===== src/rtl/nfca_pkg.sv =====
// nfca_pkg: types and default timing shared by the NFC-A transmit and receive bit layers.
package nfca_pkg;

    // Default slot length (128 carrier periods at 81.36 MHz) and pause width (~2.5 us).
    localparam int NFCA_SLOT_CLKS  = 768;
    localparam int NFCA_PAUSE_CLKS = 204;

    // Modified-Miller sequences: X = late pause, Y = no pause, Z = early pause.
    typedef enum logic [1:0] {SEQ_X, SEQ_Y, SEQ_Z} tx_seq_t;

    typedef enum logic [2:0] {ST_IDLE, ST_SOC, ST_DATA, ST_EOC0, ST_EOC1} tx_state_t;

    // A logic 1 is always X; a logic 0 is Z after S or another 0, otherwise Y.
    function automatic tx_seq_t enc_bit(input logic b, input logic prev_zero);
        tx_seq_t s;
        if (b) begin
            s = SEQ_X;
        end else if (prev_zero) begin
            s = SEQ_Z;
        end else begin
            s = SEQ_Y;
        end
        return s;
    endfunction

endpackage


===== src/rtl/nfca_tx_seqgen.sv =====
// nfca_tx_seqgen: turns the current slot sequence and slot offset into the registered pause envelope.
module nfca_tx_seqgen
    import nfca_pkg::*;
#(
    parameter int SLOT_CLKS  = NFCA_SLOT_CLKS,
    parameter int PAUSE_CLKS = NFCA_PAUSE_CLKS,
    parameter int CNT_W      = $clog2(SLOT_CLKS)
) (
    input  logic             clk,
    input  logic             rstn,
    input  logic             en,
    input  tx_seq_t          seq,
    input  logic [CNT_W-1:0] cnt,
    output logic             tx_pause
);
    localparam int HALF = SLOT_CLKS / 2;

    logic pause_d, pause_q;

    // Offset comparator: Z pauses at the slot start, X at mid-slot, Y never.
    always_comb begin
        pause_d = 1'b0;
        if (en) begin
            case (seq)
                SEQ_Z:   pause_d = (cnt < CNT_W'(PAUSE_CLKS));
                SEQ_X:   pause_d = (cnt >= CNT_W'(HALF)) && (cnt < CNT_W'(HALF + PAUSE_CLKS));
                default: pause_d = 1'b0;
            endcase
        end
    end

    // One-cycle register so every pause is exactly PAUSE_CLKS wide and glitch-free.
    always_ff @(posedge clk or negedge rstn) begin
        if (!rstn) begin
            pause_q <= 1'b0;
        end else begin
            pause_q <= pause_d;
        end
    end

    assign tx_pause = pause_q;

endmodule


===== src/rtl/nfca_tx_tobits.sv =====
// nfca_tx_tobits: ISO14443A 106 kbps PCD bit encoder (Modified Miller), adds S and E itself.
// Optional build macro NFCA_TX_PARITY_EN: insert an odd-parity slot after every 8 data bits.
module nfca_tx_tobits
    import nfca_pkg::*;
#(
    parameter int SLOT_CLKS  = NFCA_SLOT_CLKS,
    parameter int PAUSE_CLKS = NFCA_PAUSE_CLKS
) (
    input  logic rstn,
    input  logic clk,
    input  logic tx_on,
    input  logic tx_start,
    input  logic tx_bit_valid,
    input  logic tx_bit,
    input  logic tx_bit_last,
    output logic tx_bit_ready,
    output logic tx_pause,
    output logic tx_busy,
    output logic tx_done,
    output logic tx_underrun
);
    localparam int               CNT_W     = $clog2(SLOT_CLKS);
    localparam logic [CNT_W-1:0] SLOT_LAST = CNT_W'(SLOT_CLKS - 1);

    tx_state_t        state_q, state_d;
    logic [CNT_W-1:0] cnt_q, cnt_d;
    tx_seq_t          seq_q, seq_d;
    logic slot_zero_q, slot_zero_d;   // current slot is S or a logic 0
    logic hold_full_q, hold_full_d;
    logic hold_bit_q, hold_bit_d;
    logic hold_last_q, hold_last_d;
    logic last_seen_q, last_seen_d;   // the frame's last bit has been accepted
    logic cur_last_q, cur_last_d;     // the bit on air carries last
    logic underrun_q, underrun_d;
    logic busy_q, busy_d;
    logic done_q, done_d;
    logic under_out_q, under_out_d;
    logic ready_q, ready_d;
    logic slot_end, xfer, consume, seq_en;
`ifdef NFCA_TX_PARITY_EN
    logic [3:0] byte_cnt_q, byte_cnt_d;
    logic       par_q, par_d;
`endif

    assign slot_end = (cnt_q == SLOT_LAST);
    assign xfer     = tx_bit_valid && ready_q;
    assign seq_en   = tx_on && (state_q != ST_IDLE);

    // Next-state: frame sequencing, slot boundary decisions and the holding register.
    always_comb begin
        state_d     = state_q;
        cnt_d       = cnt_q;
        seq_d       = seq_q;
        slot_zero_d = slot_zero_q;
        hold_full_d = hold_full_q;
        hold_bit_d  = hold_bit_q;
        hold_last_d = hold_last_q;
        last_seen_d = last_seen_q;
        cur_last_d  = cur_last_q;
        underrun_d  = underrun_q;
        busy_d      = busy_q;
        done_d      = 1'b0;
        under_out_d = 1'b0;
        consume     = 1'b0;
`ifdef NFCA_TX_PARITY_EN
        byte_cnt_d  = byte_cnt_q;
        par_d       = par_q;
`endif
        if (!tx_on) begin
            state_d     = ST_IDLE;
            cnt_d       = '0;
            hold_full_d = 1'b0;
            last_seen_d = 1'b0;
            cur_last_d  = 1'b0;
            underrun_d  = 1'b0;
            busy_d      = 1'b0;
        end else begin
            if (state_q != ST_IDLE) begin
                cnt_d = slot_end ? '0 : cnt_q + 1'b1;
            end
            case (state_q)
                ST_IDLE: begin
                    if (tx_start) begin
                        state_d     = ST_SOC;
                        cnt_d       = '0;
                        seq_d       = SEQ_Z;
                        slot_zero_d = 1'b1;
                        busy_d      = 1'b1;
                        hold_full_d = 1'b0;
                        last_seen_d = 1'b0;
                        cur_last_d  = 1'b0;
                        underrun_d  = 1'b0;
`ifdef NFCA_TX_PARITY_EN
                        byte_cnt_d  = '0;
                        par_d       = 1'b0;
`endif
                    end
                end
                ST_SOC, ST_DATA: begin
                    if (slot_end) begin
`ifdef NFCA_TX_PARITY_EN
                        if (byte_cnt_q == 4'd8) begin
                            // Parity slot: bit value is ~par_q, nothing is consumed.
                            state_d     = ST_DATA;
                            seq_d       = enc_bit(~par_q, slot_zero_q);
                            slot_zero_d = par_q;
                            byte_cnt_d  = '0;
                            par_d       = 1'b0;
                        end else
`endif
                        if (cur_last_q || !hold_full_q) begin
                            state_d     = ST_EOC0;
                            seq_d       = enc_bit(1'b0, slot_zero_q);
                            slot_zero_d = 1'b1;
                            underrun_d  = !cur_last_q;
                        end else begin
                            consume     = 1'b1;
                            state_d     = ST_DATA;
                            seq_d       = enc_bit(hold_bit_q, slot_zero_q);
                            slot_zero_d = !hold_bit_q;
                            cur_last_d  = hold_last_q;
`ifdef NFCA_TX_PARITY_EN
                            byte_cnt_d  = byte_cnt_q + 4'd1;
                            par_d       = par_q ^ hold_bit_q;
`endif
                        end
                    end
                end
                ST_EOC0: begin
                    if (slot_end) begin
                        state_d     = ST_EOC1;
                        seq_d       = SEQ_Y;
                        slot_zero_d = 1'b0;
                    end
                end
                ST_EOC1: begin
                    if (slot_end) begin
                        state_d     = ST_IDLE;
                        busy_d      = 1'b0;
                        done_d      = 1'b1;
                        under_out_d = underrun_q;
                    end
                end
                default: state_d = ST_IDLE;
            endcase
            // A transfer in the same cycle as a consume keeps the register full.
            if (xfer) begin
                hold_full_d = 1'b1;
                hold_bit_d  = tx_bit;
                hold_last_d = tx_bit_last;
                if (tx_bit_last) begin
                    last_seen_d = 1'b1;
                end
            end else if (consume) begin
                hold_full_d = 1'b0;
            end
        end
        ready_d = busy_d && !hold_full_d && !last_seen_d &&
                  ((state_d == ST_SOC) || (state_d == ST_DATA));
    end

    // State, counters and registered outputs.
    always_ff @(posedge clk or negedge rstn) begin
        if (!rstn) begin
            state_q     <= ST_IDLE;
            cnt_q       <= '0;
            seq_q       <= SEQ_Y;
            slot_zero_q <= 1'b0;
            hold_full_q <= 1'b0;
            hold_bit_q  <= 1'b0;
            hold_last_q <= 1'b0;
            last_seen_q <= 1'b0;
            cur_last_q  <= 1'b0;
            underrun_q  <= 1'b0;
            busy_q      <= 1'b0;
            done_q      <= 1'b0;
            under_out_q <= 1'b0;
            ready_q     <= 1'b0;
`ifdef NFCA_TX_PARITY_EN
            byte_cnt_q  <= '0;
            par_q       <= 1'b0;
`endif
        end else begin
            state_q     <= state_d;
            cnt_q       <= cnt_d;
            seq_q       <= seq_d;
            slot_zero_q <= slot_zero_d;
            hold_full_q <= hold_full_d;
            hold_bit_q  <= hold_bit_d;
            hold_last_q <= hold_last_d;
            last_seen_q <= last_seen_d;
            cur_last_q  <= cur_last_d;
            underrun_q  <= underrun_d;
            busy_q      <= busy_d;
            done_q      <= done_d;
            under_out_q <= under_out_d;
            ready_q     <= ready_d;
`ifdef NFCA_TX_PARITY_EN
            byte_cnt_q  <= byte_cnt_d;
            par_q       <= par_d;
`endif
        end
    end

    nfca_tx_seqgen #(
        .SLOT_CLKS  (SLOT_CLKS),
        .PAUSE_CLKS (PAUSE_CLKS),
        .CNT_W      (CNT_W)
    ) u_seqgen (
        .clk      (clk),
        .rstn     (rstn),
        .en       (seq_en),
        .seq      (seq_q),
        .cnt      (cnt_q),
        .tx_pause (tx_pause)
    );

    assign tx_bit_ready = ready_q;
    assign tx_busy      = busy_q;
    assign tx_done      = done_q;
    assign tx_underrun  = under_out_q;

endmodule


===== config.mk =====
export PLATFORM = sky130hd
export DESIGN_NAME = nfca_tx_tobits
export DESIGN_NICKNAME = d
export VERILOG_FILES = /design/src/rtl/nfca_pkg.sv /design/src/rtl/nfca_tx_seqgen.sv /design/src/rtl/nfca_tx_tobits.sv
export SDC_FILE = /design/constraint.sdc
export NUM_CORES = 1
export LEC_CHECK = 0
export ABC_AREA = 1
export CORE_UTILIZATION = 50
export DETAILED_ROUTE_END_ITERATION = 16
export GPL_ROUTABILITY_DRIVEN = 0
export GPL_TIMING_DRIVEN = 0
export PLACE_DENSITY_LB_ADDON = 0.15
export RECOVER_POWER = 100
export SETUP_SLACK_MARGIN = 0.2
export SKIP_CTS_REPAIR_TIMING = 1
export SYNTH_ARGS = -nofsm -noshare
export SYNTH_HDL_FRONTEND = slang
export SYNTH_SLANG_ARGS = --single-unit

===== constraint.sdc =====
create_clock -name clk -period 1.85 [get_ports clk]
set_clock_uncertainty 0.2 [all_clocks]
set_input_delay 0.37 -clock clk [delete_from_list [all_inputs] [get_ports clk]]
set_output_delay 0.37 -clock clk [all_outputs]
set_load 0.05 [all_outputs]

**Word-level counts from Yosys, hierarchy flattened**

Index checks and enable logic that the tools add are counted.

- Output and inout port bits: 5
- Register bits after elaboration: 27
- Input port bits: 7
- Logic and storage cells: 116

- Reductions and logical operators: 22
- Mux-type cells: 59
- Equal/unequal tests: 16
- $add $sub $neg: 1
- $lt $le $gt $ge: 3

Operators by type and width:

| operator | count |
|---|---|
| 10-bit 2-to-1 mux | 5 |
| 1-bit 2-to-1 mux | 36 |
| 3-bit 2-to-1 mux | 5 |
| 2-bit 2-to-1 mux | 6 |
| 3-bit inequality test (second input constant) | 4 |
| 3-bit one-hot mux with 4 select lines | 1 |
| 10-bit by 1-bit adder with 10-bit output (second input constant) | 1 |
| 10-bit == test (second input constant) | 1 |
| 10-bit by 9-bit >= comparator with 1-bit output (second input constant) | 1 |
| 10-bit < comparator (second input constant) | 1 |
| 10-bit by 8-bit < comparator with 1-bit output (second input constant) | 1 |
| 3-bit by 2-bit == test with 1-bit output (second input constant) | 3 |
| 1-bit one-hot mux with 2 select lines | 4 |
| 4-bit AND reduction | 2 |
| 3-bit by 1-bit == test with 1-bit output (second input constant) | 2 |
| 1-bit logical AND | 6 |
| 2-bit inequality test (second input constant) | 3 |
| 2-bit one-hot mux with 3 select lines | 1 |
| 3-bit nonzero test | 2 |
| 1-bit logical NOT | 5 |
| 5-bit AND reduction | 1 |
| 3-bit == test (second input constant) | 1 |
| 3-bit logical NOT | 1 |
| 3-bit by 1-bit inequality test with 1-bit output (second input constant) | 1 |
| 6 further kinds | 7 |

**Depth between registers and ports, before layout**

Gate-level depths: netlist of the first run.

- Depth in word-level cells: 13
- Mapped depth: 10
- Mapped depth without buffers: 10

**Modules after synthesis**

A second synthesis of the first run with hierarchy kept.

- Cell total of the unflattened synthesis: 200
- Area, all modules: 1530.2 sq um

Modules (own cells, without submodules):

| module | area each (sq um) | cells each | sequential area each (sq um) | instances |
|---|---|---|---|---|
| nfca_tx_tobits | 1416.4 | 177 | 651.9 | 1 |
| nfca_tx_seqgen | 113.9 | 23 | 25.0 | 1 |

**Least setup slack after synthesis of the first run**

Ideal clock, no wire load.

- Kind: register -> register
- Start: register cnt_q[0]
- End: register seq_q[1]
- Arrival: 1.326 ns
- Path slack: 0.202 ns
- Stages on the path, launching flop included: 9
- Cells stage by stage: dfrtp_1 > ha_1 > inv_1 > nor2_4 > nand3_4 > a21oi_4 > nand4_4 > nand2_1 > o21ai_1

- Word-level cells in the longest chain between the ends: 3
- Elaborated cells between the ends (all ways): 4

RTL lines:

| what | RTL line | RTL |
|---|---|---|
| start, declared | nfca_tx_tobits.sv:26 | `logic [CNT_W-1:0] cnt_q, cnt_d;` |
| start signal, assigned | nfca_tx_tobits.sv:185 | `cnt_q <= cnt_d;` |
| 10-bit == test * | nfca_tx_tobits.sv:45 | `assign slot_end = (cnt_q == SLOT_LAST);` |
| 2-bit inequality test (no source line) | -- |  |
| 5-bit AND reduction (no source line) * | -- |  |
| end signal, assigned | nfca_tx_tobits.sv:186 | `seq_q <= seq_d;` |
| end, declared | nfca_tx_tobits.sv:27 | `tx_seq_t seq_q, seq_d;` |

Every way passes the cells marked *; elsewhere a longest branch is shown, timed or not.
A chain may end at the register's enable or synchronous reset.

**Worst setup path in the final report of the first run**

- Start: register cnt_q[1]
- End: register seq_q[1]

Same word-level chain as after synthesis.

==> results.rst, run 1 <==
.. list-table::
   :header-rows: 1

   * - Metric
     - Value
   * - Count of flip-flops with a built-in enable after synthesis
     - 0
   * - Placement Cell Area
     - 1647 um2
   * - Cell types occupying the most area after synthesis
     - sky130_fd_sc_hd__dfrtp_1, sky130_fd_sc_hd__nand2_1, sky130_fd_sc_hd__nor2_1, sky130_fd_sc_hd__inv_1, sky130_fd_sc_hd__a21oi_1
   * - Clock sinks
     - 27
   * - Critical Path Slowest Stage Cell
     - sky130_fd_sc_hd__dfrtp_1
   * - Aggregate global-route resource usage
     - 20.33%
   * - Kind of end point of the critical path
     - flip-flop
   * - Async set or reset register ratio after synthesis
     - 100.0%
   * - Stage delay of the slowest cell on the critical path
     - 0.44 ns
   * - Switching power
     - 318.4 uW
   * - Clock Pin Slew Worst Setup and Hold Paths
     - 0.15 ns
   * - Setup repair after global routing missed its margin
     - yes
   * - Final Max Tran Viols
     - 0
   * - First-pass GRT wire length
     - 5.050 mm
   * - Total power density per cell area
     - 607.1 nW/um2
   * - Routed wire per std cell
     - 13.67 um
   * - FF-to-FF path depth
     - 8
   * - Most frequent standard cell in the layout excluding fill and tap cells
     - sky130_fd_sc_hd__dfrtp_1
   * - Relative slew slack
     - 4.443%
   * - Power consumption
     - 1.088 mW
   * - Worst Path Arrival
     - 1.87 ns
   * - Period utilisation layout
     - 99.27%
   * - DIE AREA
     - 3239 um2
   * - TritonCTS clock tree
     - built
   * - # H-tree levels
     - 1
   * - Filler cell count in the final layout
     - 241
   * - Data required time at the worst endpoint
     - 1.88 ns
   * - Total negative slack for setup checks
     - 0 ns
   * - Share of the core filled with cells
     - 63.87%
   * - Count of yosys warnings during synthesis
     - 0
   * - Synth Area per Inst
     - 8.376 um2
   * - Starting density of the core
     - 53.75%
   * - Avg Vias per Cell
     - 5.379
   * - Pin count of the biggest net entering global routing
     - 28
   * - Area added between synthesis and finish
     - 18.84%
   * - Library cell with the largest summed area after synthesis
     - sky130_fd_sc_hd__dfrtp_1
   * - Worst-path cell chain
     - ha_2 > inv_2 > nor2_4 > nand3_4 > a21oi_4 > nand4_4 > nand2_1 > o21ai_1
   * - Commonest non-fill, non-tap cells in the layout
     - sky130_fd_sc_hd__dfrtp_1, sky130_fd_sc_hd__nor2_1, sky130_fd_sc_hd__nand2_1
   * - Clock network latency to the later pin of the worst-skew pair
     - 0.33 ns
   * - Combinational Power Share
     - 16.5%
   * - Area of the core region
     - 2805 um2
   * - Outcome
     - complete, no violations
   * - Reported leakage power
     - 0.8262 nW
   * - Num CTS Buffers
     - 3
   * - Top reg by flops
     - cnt_q
   * - Biggest registers after layout
     - cnt_q (10), state_q (3), seq_q (2)
   * - Vertical extent of the die
     - 56.91 um
   * - Antenna violations before repair
     - 0
   * - HPWL reported at the end of detailed placement
     - 2.185 mm
   * - Sw Share
     - 29.27%
   * - Count of buffers from port buffering
     - 10
   * - Cell-internal power
     - 769.4 uW
   * - Maximum capacitance violations
     - 0
   * - Final-report hold violation count
     - 0
   * - Width of the die
     - 56.91 um
   * - Detailed Routing Iterations Pass 1
     - 5
   * - Clock Power Share
     - 23.9%
   * - Number of nets with antenna violations after routing
     - 0
   * - Synthesized instance count
     - 180
   * - Floorplan row count
     - 19
   * - Hold path cells
     - 3
   * - Total of flip-flops plus latches after synthesis
     - 27
   * - Post-synth top area share
     - 43.15%
   * - Category of the worst setup path launch point
     - flip-flop
   * - Number of design-rule violations left by the first detailed-router iteration
     - 36
   * - Aggregate routed wire length
     - 3.213 mm
   * - Setup Crit Path Kind
     - flip-flop to flip-flop
   * - Final instance area
     - 1792 um2
   * - Root buffer cell
     - sky130_fd_sc_hd__clkbuf_4
   * - Crit path max fanout
     - 6
   * - Net count after synthesis
     - 189
   * - Synth cell types
     - 30
   * - Time the worst path needs with I/O delays and setup
     - 1.836 ns
   * - Antenna cells
     - 0
   * - Final net count
     - 214
   * - Highest ir drop seen on vdd
     - 380.4 uV
   * - Synthesized area
     - 1508 um2
   * - Slew at the pin closest to its max-slew limit
     - 1.433 ns
   * - Vias in the first global route
     - 1154
   * - Share of cells above drive strength 1
     - 30.39%
   * - Sequential fraction of the synthesis area
     - 44.90%
   * - Number of setup violations in the final report
     - 0
   * - Residual DRC
     - 0
   * - Predominant post-synthesis flop cell
     - sky130_fd_sc_hd__dfrtp_1
   * - Maximum count of clock buffers along a single path
     - 2
   * - Count of pins on the block boundary
     - 12
   * - Type of the worst min-delay path
     - input pin to flip-flop
   * - Sequential fraction of design power
     - 59.6%
   * - Via total after detailed routing
     - 1264
   * - Total congestion overflow
     - 0
   * - Max reg flops
     - 10
   * - Achievable Freq
     - 0.5445 GHz
-- power by group through the flow --
stage | combinational (mW) | sequential (mW) | clock [mW]
after floorplan | 0.102 | 0.665 | 0
after global placement | 0.163 | 0.658 | 0
after detailed placement | 0.167 | 0.660 | 0
after CTS | 0.168 | 0.648 | 0.272
after global routing | 0.202 | 0.654 | 0.286
final | 0.179 | 0.648 | 0.260
-- area by class of cell --
cell class	instances	area (um2)	area share (%)
clock inverter	1	5.005	0.2793
inverter	28	105.1	5.866
clock buffer	3	22.52	1.257
buffer	1	7.507	0.4190
multi-input combinational	124	779.5	43.51
sequential	27	676.9	37.78
tap	31	38.79	2.165
timing repair buffer	20	156.4	8.729
-- synthesized netlist by cell type (2+ instances only) --
library cell	number
sky130_fd_sc_hd__nand2_1	27
sky130_fd_sc_hd__nor2_1	24
sky130_fd_sc_hd__nand2_2	8
sky130_fd_sc_hd__nand3_1	11
sky130_fd_sc_hd__a21oi_1	12
sky130_fd_sc_hd__nor2_4	3
sky130_fd_sc_hd__nor3_1	3
sky130_fd_sc_hd__nand4_1	5
sky130_fd_sc_hd__ha_1	2
sky130_fd_sc_hd__o21ai_1	4
sky130_fd_sc_hd__o21ai_0	6
sky130_fd_sc_hd__xor2_1	3
sky130_fd_sc_hd__dfrtp_1	26
sky130_fd_sc_hd__inv_2	6
sky130_fd_sc_hd__xnor2_1	2
sky130_fd_sc_hd__inv_1	22
sky130_fd_sc_hd__a21oi_4	2
sky130_fd_sc_hd__nor2_2	2
-- worst paths after layout --
kind	start	end	slack, ns
max	cnt_q[1]	seq_q[1]	0.01
min	tx_on	underrun_q	0.14
max reg2reg	cnt_q[1]	seq_q[1]	0.01
min reg2reg	seq_q[0]	seq_q[0]	0.29
max in group asynchronous	rstn	cnt_q[8]	0.48
min in group asynchronous	rstn	state_q[2]	0.15
-- metal layers --
| layer | vias to the layer above | track usage [%] | share of wire [%] |
|---|---|---|---|
| met5 | - | 0 | 0 |
| met4 | 0 | 7.317 | 1.3 |
| met3 | 4 | 2.074 | 4.7 |
| met2 | 25 | 33.28 | 48 |
| met1 | 598 | 28.06 | 46 |
| li1 | 637 | - | - |
-- through the flow --
step / std cells / setup slack (ns) / hold slack (ns)
3_5_place_dp: 221 / -0.2179 / 0.2836
4_1_cts: 225 / -0.2412 / 0.1197
2_1_floorplan: 180 / 0.2019 / -0.1256
3_3_place_gp: 221 / -0.1875 / 0.2664
6_report: 235 / 0.01352 / 0.1361
5_1_grt: 235 / -0.09800 / 0.1419
-- worst max-delay path, delay by kind of cell (launching register included) --
family / cells / cell delay, ns
and+or+nand+nor: 4 / 0.53
DFF: 1 / 0.44
AOI/OAI and AO/OA: 2 / 0.31
adders and majority gates: 1 / 0.21
buffers and inverters: 1 / 0.05
-- cells by family after synthesis --
| group | count (synthesis) | share of synthesized area [%] |
|---|---|---|
| AOI/OAI and AO/OA | 30 | 12.86 |
| adders and majority gates | 2 | 1.659 |
| DFF | 27 | 44.90 |
| xor gates and xnor gates | 5 | 2.905 |
| and+or+nand+nor | 87 | 30.21 |
| buffers and inverters | 29 | 7.469 |
Note: power is estimated with default switching activity, not from simulation.
==> run 2, diff against run 1 <==
==> constraint.sdc (replaced) <==
create_clock -name clk -period 1.69 [get_ports clk]
set_clock_uncertainty 0.2 [all_clocks]
set_input_delay 0.338 -clock clk [delete_from_list [all_inputs] [get_ports clk]]
set_output_delay 0.338 -clock clk [all_outputs]
set_load 0.05 [all_outputs]
==> run 2 against run 1 <==
The run now ends with setup timing left. Total power up 11%. Worst setup slack worse by 0.21 ns. Final area up 3.3%.
==> results.rst, run 2 (same netlist as run 1, synthesis figures left out) <==
.. list-table::
   :header-rows: 1

   * - Metric
     - Value
   * - Period utilisation layout
     - 111.9% (was 99.27%)
   * - Count of pins on the block boundary
     - 12 (unchanged)
   * - Root buffer cell
     - sky130_fd_sc_hd__clkbuf_4 (unchanged)
   * - # H-tree levels
     - 1 (unchanged)
   * - Aggregate global-route resource usage
     - 20.51% (was 20.33%)
   * - Highest ir drop seen on vdd
     - 478.8 uV (was 380.4 uV)
   * - Via total after detailed routing
     - 1283 (was 1264)
   * - Floorplan row count
     - 19 (unchanged)
   * - Data required time at the worst endpoint
     - 1.77 ns (was 1.88 ns)
   * - Post-route worst setup slack
     - -0.2006 ns (was 0.01352 ns)
   * - Clock sinks
     - 27 (unchanged)
   * - Top reg by flops
     - cnt_q (unchanged)
   * - Filler cell count in the final layout
     - 237 (was 241)
   * - Internal reg-to-reg setup slack
     - -0.20 ns (was 0.01 ns)
   * - Vias in the first global route
     - 1159 (was 1154)
   * - Relative slew slack
     - 1.698% (was 4.443%)
   * - Worst path most repeated cell
     - sky130_fd_sc_hd__nand2_2
   * - Maximum capacitance violations
     - 0 (unchanged)
   * - Reg2Reg Capture Point
     - tx_bit_ready (was seq_q[1])
   * - Setup Crit Path Kind
     - flip-flop to flip-flop (unchanged)
   * - Biggest registers after layout
     - cnt_q (10), state_q (3), seq_q (2) (unchanged)
   * - Commonest non-fill, non-tap cells in the layout
     - sky130_fd_sc_hd__dfrtp_1, sky130_fd_sc_hd__nor2_1, sky130_fd_sc_hd__nand2_1 (unchanged)
   * - Worst R2R Start
     - cnt_q[1] (unchanged)
   * - Type of the worst min-delay path
     - input pin to flip-flop (unchanged)
   * - Width of the die
     - 56.91 um (unchanged)
   * - FF-to-FF path depth
     - 10 (was 8)
   * - Final Max Tran Viols
     - 0 (unchanged)
   * - Antenna violations before repair
     - 0 (unchanged)
   * - Num CTS Buffers
     - 3 (unchanged)
   * - Clock network latency to the later pin of the worst-skew pair
     - 0.33 ns (about the same)
   * - Share of the core filled with cells
     - 65.97% (was 63.87%)
   * - Avg Vias per Cell
     - 5.414 (was 5.379)
   * - Setup slack after placement
     - -0.3413 ns (was -0.2179 ns)
   * - Reported leakage power
     - 0.8676 nW (was 0.8262 nW)
   * - Number of setup violations in the final report
     - 18 (was 0)
   * - Number of nets with antenna violations after routing
     - 0 (unchanged)
   * - Share of cells above drive strength 1
     - 31.07% (was 30.39%)
   * - Time the worst path needs with I/O delays and setup
     - 1.891 ns (was 1.836 ns)
   * - Launch instance of the worst min-delay path
     - tx_on (unchanged)
   * - Routed wire per std cell
     - 13.65 um (was 13.67 um)
   * - Maximum count of clock buffers along a single path
     - 2 (unchanged)
   * - Total power density per cell area
     - 652.8 nW/um2 (was 607.1 nW/um2)
   * - Slew at the pin closest to its max-slew limit
     - 1.475 ns (was 1.433 ns)
   * - Area added between synthesis and finish
     - 22.74% (was 18.84%)
   * - Worst Path Arrival
     - 1.97 ns (was 1.87 ns)
   * - Critical Path Slowest Stage Cell
     - sky130_fd_sc_hd__dfrtp_1 (unchanged)
   * - Crit path max fanout
     - 5 (was 6)
   * - Clock Pin Slew Worst Setup and Hold Paths
     - 0.15 ns (about the same)
   * - Outcome
     - finished, violations left (was complete, no violations)
   * - First-pass GRT wire length
     - 5.161 mm (was 5.050 mm)
   * - Category of the worst setup path launch point
     - flip-flop (unchanged)
   * - Stage delay of the slowest cell on the critical path
     - 0.45 ns (was 0.44 ns)
   * - Hold path cells
     - 3 (unchanged)
   * - Final net count
     - 216 (was 214)
   * - Vertical extent of the die
     - 56.91 um (unchanged)
   * - DIE AREA
     - 3239 um2 (unchanged)
   * - Final-report hold violation count
     - 0 (unchanged)
   * - Most frequent standard cell in the layout excluding fill and tap cells
     - sky130_fd_sc_hd__dfrtp_1 (unchanged)
   * - Worst Hold Endpoint
     - underrun_q (unchanged)
   * - Area of the core region
     - 2805 um2 (unchanged)
   * - Antenna cells
     - 0 (unchanged)
   * - Kind of end point of the critical path
     - flip-flop (unchanged)
   * - Pin count of the biggest net entering global routing
     - 28 (unchanged)
   * - Aggregate routed wire length
     - 3.235 mm (was 3.213 mm)
   * - Number of design-rule violations left by the first detailed-router iteration
     - 46 (was 36)
   * - Setup repair after global routing missed its margin
     - yes (unchanged)
   * - Max reg flops
     - 10 (unchanged)
   * - Residual DRC
     - 0 (unchanged)
   * - Worst-path cell chain
     - ha_2 > inv_2 > nor2_4 > nand3_4 > buf_6 > nand2_2 > nand2_2 > a21oi_4 > nand2_2 > a21oi_2 (was ha_2 > inv_2 > nor2_4 > nand3_4 > a21oi_4 > nand4_4 > nand2_1 > o21ai_1)
   * - Total congestion overflow
     - 0 (unchanged)
   * - Achievable Freq
     - 0.5289 GHz (was 0.5445 GHz)
   * - Violations in the final reports
     - setup timing
   * - Count of buffers from port buffering
     - 10 (unchanged)
   * - HPWL reported at the end of detailed placement
     - 2.132 mm (was 2.185 mm)
   * - TritonCTS clock tree
     - built (unchanged)
   * - Detailed Routing Iterations Pass 1
     - 4 (was 5)
   * - Starting density of the core
     - 53.75% (unchanged)
[run 2: how the worst max path moves through the flow]
stage	startpoint	to	slack, ns	cells after the start
final	cnt_q[1]	tx_bit_ready	-0.20	10
after global routing	cnt_q[1]	tx_bit_ready	-0.31	10
after CTS	tx_busy	tx_busy	-0.37	1
after detailed placement	rstn	tx_done	-0.34	1
after global placement	rstn	tx_done	-0.31	1
after floorplan	cnt_q[0]	seq_q[1]	0.05	8
[run 2: power by group]
group / internal (mW) / switching (mW) / total (mW)
Combinational: 0.0737 / 0.132 / 0.206
Clock: 0.0927 / 0.198 / 0.291
Sequential: 0.685 / 0.0261 / 0.711
Total: 0.852 / 0.356 / 1.21
[run 2: cell type report]
cell class	instances	area (um2)	area share (%)
Buffer	1	7.507	0.4057
Clock buffer	4	26.28	1.420
Inverter	28	110.1	5.950
Multi-Input combinational cell	124	794.5	42.93
Sequential cell	27	676.9	36.58
Tap cell	31	38.79	2.096
Timing Repair Buffer	22	196.4	10.62
[run 2: worst max-delay path: cells and delay by family (launching register included)]
family,cells,cell delay [ns]
AND/OR/NAND/NOR,5,0.47
adder cells (fa/ha/maj),1,0.21
buffers and inverters,2,0.22
flip-flops,1,0.45
AO/OA/AOI/OAI,2,0.28
[run 2: routing by layer]
layer	up-vias	share of wire (%)	track usage, %
met2	26	46	30.59
met1	613	49	30.57
met5	-	0	0
met4	0	2.4	8.362
li1	635	-	-
met3	9	3.2	2.304
[run 2: through the flow]
stage                     hold WS (ns)  cells  power (mW)  TNS (ns)  cell area [um2]
after floorplan                -0.1576    180      0.8396         0             1510
after global placement          0.2578    221      0.8991    -8.816             1649
after detailed placement        0.2735    221      0.9053    -10.20             1649
after CTS                       0.1067    225       1.191    -3.234             1675
after global routing            0.1213    237       1.259    -3.395             1851
final                           0.1113    237       1.208    -1.733             1851
